==> src/rtl/ram8_pkg.sv <==
// Shared types and sizing for the 8-word register file with handshaked read port.
package ram8_pkg;

    localparam int unsigned DEPTH  = 8;
    localparam int unsigned ADDR_W = 3;

    typedef logic [ADDR_W-1:0] addr_t;

    typedef enum logic {
        EMPTY,
        FULL
    } rd_state_t;

endpackage : ram8_pkg

==> src/rtl/ram8_hs_mux8.sv <==
// 8:1 combinational word select used for the register-file read path.
module mux8
    import ram8_pkg::*;
#(
    parameter int unsigned WIDTH = 16
) (
    input  addr_t             sel_i,
    input  logic [WIDTH-1:0]  a_i,
    input  logic [WIDTH-1:0]  b_i,
    input  logic [WIDTH-1:0]  c_i,
    input  logic [WIDTH-1:0]  d_i,
    input  logic [WIDTH-1:0]  e_i,
    input  logic [WIDTH-1:0]  f_i,
    input  logic [WIDTH-1:0]  g_i,
    input  logic [WIDTH-1:0]  h_i,
    output logic [WIDTH-1:0]  y_o
);

    always_comb begin
        y_o = '0;
        unique case (sel_i)
            3'd0: y_o = a_i;
            3'd1: y_o = b_i;
            3'd2: y_o = c_i;
            3'd3: y_o = d_i;
            3'd4: y_o = e_i;
            3'd5: y_o = f_i;
            3'd6: y_o = g_i;
            3'd7: y_o = h_i;
            default: y_o = '0;
        endcase
    end

endmodule : mux8

==> src/rtl/ram8_hs.sv <==
// 8-word register file: unbuffered write port, 1-cycle valid/ready read port
// with a snapshot output register that holds steady while the consumer stalls.
module ram8_hs
    import ram8_pkg::*;
#(
    parameter int unsigned WIDTH = 16
) (
    input  logic              clk_i,
    input  logic              rst_i,
    input  logic              wr_en_i,
    input  logic [2:0]        wr_addr_i,
    input  logic [WIDTH-1:0]  wr_data_i,
    input  logic              rd_req_i,
    input  logic [2:0]        rd_addr_i,
    output logic              rd_req_ready_o,
    output logic              rd_valid_o,
    input  logic              rd_ready_i,
    output logic [WIDTH-1:0]  rd_data_o,
    output logic [2:0]        rd_addr_o
);

    logic [WIDTH-1:0] mem_q [DEPTH];
    logic [WIDTH-1:0] mem_d [DEPTH];
    logic [DEPTH-1:0] wr_sel;

    rd_state_t        state_q, state_d;
    logic [WIDTH-1:0] rd_data_q, rd_data_d;
    addr_t            rd_addr_q, rd_addr_d;

    logic [WIDTH-1:0] mux_word;
    logic             rd_accept;
    logic             bypass;

    // Write-enable decode: one-hot select of the addressed word.
    always_comb begin
        wr_sel            = '0;
        wr_sel[wr_addr_i] = wr_en_i;
        for (int unsigned i = 0; i < DEPTH; i++) begin
            mem_d[i] = mem_q[i];
            if (wr_sel[i]) begin
                mem_d[i] = wr_data_i;
            end
        end
    end

    mux8 #(
        .WIDTH (WIDTH)
    ) u_rd_mux (
        .sel_i (rd_addr_i),
        .a_i   (mem_q[0]),
        .b_i   (mem_q[1]),
        .c_i   (mem_q[2]),
        .d_i   (mem_q[3]),
        .e_i   (mem_q[4]),
        .f_i   (mem_q[5]),
        .g_i   (mem_q[6]),
        .h_i   (mem_q[7]),
        .y_o   (mux_word)
    );

    assign rd_valid_o     = (state_q == FULL);
    assign rd_req_ready_o = !rd_valid_o || rd_ready_i;
    assign rd_accept      = rd_req_i && rd_req_ready_o;

    // Write-first: a same-edge write to the read address is forwarded.
    assign bypass = wr_en_i && (wr_addr_i == rd_addr_i);

    always_comb begin
        state_d   = state_q;
        rd_data_d = rd_data_q;
        rd_addr_d = rd_addr_q;
        unique case (state_q)
            EMPTY: begin
                if (rd_accept) begin
                    state_d = FULL;
                end
            end
            FULL: begin
                if (rd_accept) begin
                    state_d = FULL;
                end else if (rd_ready_i) begin
                    state_d = EMPTY;
                end
            end
            default: state_d = EMPTY;
        endcase
        if (rd_accept) begin
            rd_data_d = bypass ? wr_data_i : mux_word;
            rd_addr_d = rd_addr_i;
        end
    end

    always_ff @(posedge clk_i) begin
        if (rst_i) begin
            for (int unsigned i = 0; i < DEPTH; i++) begin
                mem_q[i] <= '0;
            end
            state_q   <= EMPTY;
            rd_data_q <= '0;
            rd_addr_q <= '0;
        end else begin
            for (int unsigned i = 0; i < DEPTH; i++) begin
                mem_q[i] <= mem_d[i];
            end
            state_q   <= state_d;
            rd_data_q <= rd_data_d;
            rd_addr_q <= rd_addr_d;
        end
    end

    assign rd_data_o = rd_data_q;
    assign rd_addr_o = rd_addr_q;

endmodule : ram8_hs

==> config.mk <==
export PLATFORM = sky130hd
export DESIGN_NAME = ram8_hs
export DESIGN_NICKNAME = d
export VERILOG_FILES = /design/src/rtl/ram8_pkg.sv /design/src/rtl/ram8_hs_mux8.sv /design/src/rtl/ram8_hs.sv
export SDC_FILE = /design/constraint.sdc
export NUM_CORES = 1
export LEC_CHECK = 0
export CAP_MARGIN = 20
export CORE_UTILIZATION = 50
export DETAILED_ROUTE_END_ITERATION = 12
export GPL_ROUTABILITY_DRIVEN = 0
export GPL_TIMING_DRIVEN = 1
export PLACE_DENSITY = 0.72
export SLEW_MARGIN = 20
export SYNTH_ARGS = -nofsm -noshare
export SYNTH_HDL_FRONTEND = slang
export SYNTH_HIERARCHICAL = 1
export SYNTH_SLANG_ARGS = --single-unit
==> constraint.sdc <==
create_clock -name clk_i -period 1.8 [get_ports clk_i]
set_input_delay 0.45 -clock clk_i [delete_from_list [all_inputs] [get_ports clk_i]]
set_output_delay 0.45 -clock clk_i [all_outputs]
set_load 0.02 [all_outputs]
==> metrics.txt, run 1 <==
status=complete, no violations; die width=119 um; worst setup path class=in -> reg; Final ANT Viol Nets=0; grt total ovfl=0; ys async rst share=0%; wire per inst=17.3 um; Pint=0.00593 W; CORE AREA=13,300 um^2; Tot GR Track Use=29.4%; Max Root-Sink Buffers=2; max_cap viols=0; Syn Inst Count=903; cts hold-fix bufs=0; WP data arrival=2.11 ns; setup violators final=0; initial DRC count=614; Hold Path Class=in -> reg; most frequent cells in the layout=nand2_1, a21oi_1, dfxtp_1; Reg clk slew, reported paths=0.06 ns; drc violations=0; Root Driver=clkbuf_16; dominant synthesized flop cell=dfxtp_1; Seq pwr share=43.4%; largest net degree at the start of global routing=52; H-tree Lvls=4; clock sinks=148; # diodes=0; post-route minimum period=1.77 ns; Design Area, Final=8800 um^2; Min-Delay Startpoint=rst_i; Worst-Margin Slew=0.623 ns; Post-Syn Nets=930; Register Area=2960 um^2; CTS tree=yes; post-synth top area share=43.0%; Post-Syn Area=6890 um^2; unrepaired setup endpoints after global routing=true; Synth Area per Inst=7.63 um^2; critical-path maximum fanout=8; largest cells by area after synthesis=dfxtp_1, nand2_1, a21oi_1; Max Clk Rate=0.566 GHz; CP Capture Type=register; share of cells above drive strength 1=17.2%; Leakage=3.19 nW; DR vias=6,669; Reg2Reg Setup Slack=0.28 ns; die area=14,200 um^2; Pre-antenna DRT Iters=6; Total Nets Final=1,004; crit share post-route=98.2%; fin. max-slew vios=0; port buffer count=47; commonest non-fill, non-tap cell in the layout=nand2_1; clock latency on the worst-skew pair=0.43 ns; r2r startpoint=mem_q[0][25]$_SDFFE_PP0P_; vias in the first global route=6,052; via/cell ratio=5.72; IO Pins=48; number of buffers created by CTS=17; Worst Setup Start Kind=primary input; multi-input logic area=3570 um^2; Worst Path Required=2.14 ns; Post-synth EDFFs=0; Clock Power Share=43.4%; Synthesis Warnings=6; Sw Ratio=24.7%; detailed placer's ending HPWL=13.7 mm; Setup Skew=0.00666 ns; Area after DPL=7950 um^2; Rel. slew slack=58.4%; cell row count=42; largest area contributor in the netlist=dfxtp_1; Hold Fails Final Rpt=0; setup_tns=0 ns; initial antenna violation count=0; maximum VDD drop=0.000598 V; drt total wl=20.2 mm; first-pass GRT wire length=32.2 mm; worst setup path start=rd_addr_i[2]; Psw=0.00194 W; Initial Utilization=51.6%; post-synthesis sequential area ratio=43.0%; fillers=1,129; pwr dens=894 nW/um^2; Yosys reg bits=148; die height=119 um; area delta synth->final=27.8%; Synth cell types=44; Comb power frac=13.3%
## per-layer routing
| metal | up-vias | part of all wire, % | GRT usage, % |
|---|---|---|---|
| met5 | - | 0 | 0 |
| met4 | 0 | 2.4 | 12.5 |
| met3 | 40 | 9.2 | 7.14 |
| met2 | 295 | 44 | 43.9 |
| met1 | 3084 | 44 | 40.4 |
| li1 | 3250 | - | - |
## worst paths after layout
| path | to | cells after the start |
|---|---|---|
| worst min register to register | mem_q[0][45]$_SDFFE_PP0P_ | 2 |
| worst max register to register | rd_data_o[9]$_SDFFE_PP0P_ | 6 |
| worst max-delay path | rd_data_o[4]$_SDFFE_PP0P_ | 9 |
| worst min-delay path | rd_addr_o[0]$_SDFFE_PP0P_ | 2 |
## sequential cells by signal, indices dropped and copies added, names as in the netlist
register / count
mem_q: 128
rd_addr_o: 3
rd_data_o: 16
rd_valid_o: 1
## power groups by stage
stage / Combinational (W) / Clock (W) / Sequential (W)
after global routing: 0.00112 / 0.00360 / 0.00342
after global placement: 0.000966 / 0 / 0.00348
after detailed placement: 0.000976 / 0 / 0.00349
after CTS: 0.00101 / 0.00343 / 0.00341
final: 0.00105 / 0.00341 / 0.00341
after floorplan: 0.000513 / 0 / 0.00352
## synth_stat cells, types with 2 or more instances
master      n
a22o_1      4
nand2b_1   15
xor2_4      2
a21oi_1   160
nor4bb_1    2
o21ai_0    16
nand3_1    14
a22oi_1    23
nand2_1   287
nor2_1     21
or4bb_1     3
inv_1       6
buf_4       5
a31oi_1    12
a221oi_1    3
o41ai_1    16
dfxtp_1   148
nand4b_1    3
a311oi_1   16
and4b_1     3
or4_1      16
nor2b_4     2
buf_6      11
clkbuf_1   59
mux2i_1    15
buf_2      21
nor2b_1     3
## worst max-delay path: stages
cell           delay (ns)
dlygate4sd2_1        0.24
buf_6                0.13
bufbuf_16            0.27
nor2_4               0.10
buf_6                0.14
a22oi_1              0.08
a31oi_1              0.30
o41ai_2              0.14
a311oi_2             0.26
## logic make-up after synthesis
kind of cell	share of synthesized area [%]
buffers and inverters	7.54
and+or+nand+nor	24.6
muxes	2.34
AOI/OAI and AO/OA	21.4
xor gates and xnor gates	1.04
DFF	43.0
## final cells by class
type	instances	area share (%)
clock buffers	29	6.03
clock inverters	3	0.455
inverters	6	0.298
multi-input cells	652	40.6
flip-flops and latches	148	33.7
well taps	176	2.50
repair buffers	152	16.5
## stage by stage
stage                     total power [W]  std cells  hold slack (ns)  setup WS (ns)  utilization, %
after CTS                         0.00785       1163            0.394        0.00536            65.2
after detailed placement          0.00446       1120            0.443         -0.646            59.6
after floorplan                   0.00403        903            0.431         0.0687               -
final                             0.00787       1166            0.406         0.0320            66.0
after global routing              0.00815       1166            0.429        -0.0149            66.0
after global placement            0.00445       1120            0.438         -0.595            59.6
## what timing repair did
action                                 CTS  global route
setup endpoints to repair              101            39
endpoints found under the hold margin    0             0
setup buffers                            9             4
pin swaps                                5            10
resized for setup                       48            21
cloned                                   2             0
(Power assumes the default switching activity.)
==> run 2, diff against run 1 <==
--- a/config.mk
+++ b/config.mk
@@ -5,12 +5,12 @@
 export SDC_FILE = /design/constraint.sdc
 export NUM_CORES = 1
 export LEC_CHECK = 0
-export CAP_MARGIN = 20
-export CORE_UTILIZATION = 50
+export CAP_MARGIN = 25
+export CORE_UTILIZATION = 53
 export DETAILED_ROUTE_END_ITERATION = 12
 export GPL_ROUTABILITY_DRIVEN = 0
 export GPL_TIMING_DRIVEN = 1
-export PLACE_DENSITY = 0.72
+export PLACE_DENSITY_LB_ADDON = 0.1
 export SLEW_MARGIN = 20
 export SYNTH_ARGS = -nofsm -noshare
 export SYNTH_HDL_FRONTEND = slang
==> metrics.txt, run 2 (synthesis results as in run 1) <==
Tot GR Track Use=34.7% (+5.3 points); detailed placer's ending HPWL=14.6 mm (+6.8%); die height=116 um (-2.8%); Reg clk slew, reported paths=0.06 ns (about the same); status=complete, no violations; Overall Power=0.00796 W (+1.1%); r2r startpoint=rd_valid_o$_SDFF_PP0_; # diodes=0 (unchanged); initial DRC count=731 (+19%); vias in the first global route=6,525 (+7.8%); Worst Path Required=2.05 ns (-0.09 ns); drc violations=0 (unchanged); DP Cell Count=1,107 (-1.2%); Final ANT Viol Nets=0 (unchanged); share of cells above drive strength 1=16.1% (-1.1 points); die area=13,500 um^2 (-5.6%); Pre-antenna DRT Iters=6 (unchanged); Worst Setup Start Kind=primary input; initial antenna violation count=0 (unchanged); cts hold-fix bufs=0 (unchanged); via/cell ratio=6.07 (+6.2%); WP data arrival=2.02 ns (-0.09 ns); post-route minimum period=1.77 ns (+0.00241 ns); worst setup path class=in -> reg; fin. max-slew vios=0 (unchanged); die width=116 um (-2.8%); first-pass GRT wire length=34.7 mm (+7.8%); setup violators final=0 (unchanged); clock sinks=148 (unchanged); H-tree Lvls=4 (unchanged); worst setup path start=rd_addr_i[0]; Root Driver=clkbuf_16; IO Pins=48 (unchanged); Non-Filler Instances=1,146 (-1.7%); grt total ovfl=0 (unchanged); drt total wl=22.5 mm (+12%); clock latency on the worst-skew pair=0.42 ns (about the same); Max Root-Sink Buffers=2 (unchanged); CORE AREA=12,600 um^2 (-5.5%); Hold Path Class=reg -> reg; most frequent cells in the layout=nand2_1, a21oi_1, dfxtp_1; area delta synth->final=26.7%; Total Nets Final=988 (-1.6%); maximum VDD drop=0.000881 V (+47%); Min-Delay Startpoint=mem_q[0][43]$_SDFFE_PP0P_; unrepaired setup endpoints after global routing=true; CP Capture Type=register; Leakage=3.13 nW (-2.2%); Worst-Margin Slew=0.782 ns (+0.160 ns); cell row count=41 (-2.4%); wire per inst=19.6 um (+14%); commonest non-fill, non-tap cell in the layout=nand2_1; Top reg by flops=mem_q; Setup Skew=0.00586 ns (-0.000797 ns); Initial Utilization=54.6% (+3.0 points); largest net degree at the start of global routing=102 (+96%); pwr dens=913 nW/um^2 (+2.1%); critical-path maximum fanout=18 (+10); max_cap viols=0 (unchanged); Max Clk Rate=0.565 GHz (-0.14%); DR vias=6,961 (+4.4%); Rel. slew slack=47.8% (-11 points); port buffer count=47 (unchanged); number of buffers created by CTS=17 (unchanged); CTS tree=yes; crit share post-route=98.4% (+0.13 points); max reg flops=128 (unchanged); Hold Fails Final Rpt=0 (unchanged)
==> run 2: power by group <==
part           internal, W  switching (W)  total [W]
Clock              0.00215        0.00135    0.00350
Sequential         0.00337      0.0000524    0.00342
Combinational     0.000416       0.000631    0.00105
Total              0.00593        0.00203    0.00796
==> run 2: final timing paths <==
| kind | depth (start not counted) | endpoint | slack, ns |
|---|---|---|---|
| max | 7 | rd_data_o[9]$_SDFFE_PP0P_ | 0.03 |
| min | 2 | mem_q[0][43]$_SDFFE_PP0P_ | 0.45 |
| max reg2reg | 4 | rd_data_o[9]$_SDFFE_PP0P_ | 0.19 |
| min reg2reg | 2 | mem_q[0][43]$_SDFFE_PP0P_ | 0.45 |
==> run 2: worst max-delay path, stage by stage <==
cell	delay [ns]
dlygate4sd2_1	0.27
buf_12	0.14
buf_12	0.16
xor2_4	0.24
buf_6	0.20
o41ai_2	0.38
a311oi_2	0.16
==> run 2: routing by layer <==
layer,GRT usage [%],part of all wire [%]
met3,9.57,11
met2,53.0,45
met4,18.9,4.3
met5,0,0
met1,44.5,40
==> run 2: layout make-up <==
type | instances | area [um^2]
Inverter | 6 | 26.3
Clock inverter | 8 | 100
Timing Repair Buffer | 135 | 1340
Tap cell | 172 | 215
Clock buffer | 24 | 482
Fill cell | 1049 | 3890
Multi-Input combinational cell | 653 | 3600
Sequential cell | 148 | 2960
==> run 2: per-stage QoR <==
stage          setup slack (ns)  hold WS, ns  cell area [um^2]  setup TNS [ns]  util, %
2_1_floorplan            0.0687        0.431              6890               0        -
3_3_place_gp             -0.752        0.437              7920          -54.30     62.7
3_5_place_dp             -0.775        0.444              7920          -57.55     62.7
4_1_cts                -0.00676        0.452              8680        -0.00676     68.8
5_1_grt                 -0.0112        0.465              8720         -0.0181     69.1
6_report                 0.0296        0.450              8720               0     69.1
==> run 2: repair_timing <==
| item | 4_1_cts | 5_1_grt |
|---|---|---|
| pin swaps | 11 | 6 |
| resized for setup | 53 | 17 |
| gates cloned | 3 | 1 |
| setup endpoints to repair | 100 | 17 |
| buffers inserted | 3 | 0 |
==> run 3, diff against run 2 <==
--- a/config.mk
+++ b/config.mk
@@ -10,6 +10,7 @@
 export DETAILED_ROUTE_END_ITERATION = 12
 export GPL_ROUTABILITY_DRIVEN = 0
 export GPL_TIMING_DRIVEN = 1
+export HOLD_SLACK_MARGIN = 0.15
 export PLACE_DENSITY_LB_ADDON = 0.1
 export SLEW_MARGIN = 20
 export SYNTH_ARGS = -nofsm -noshare
==> results of run 3 <==
The final DEF is identical to that of run 2; final timing and power are the same.
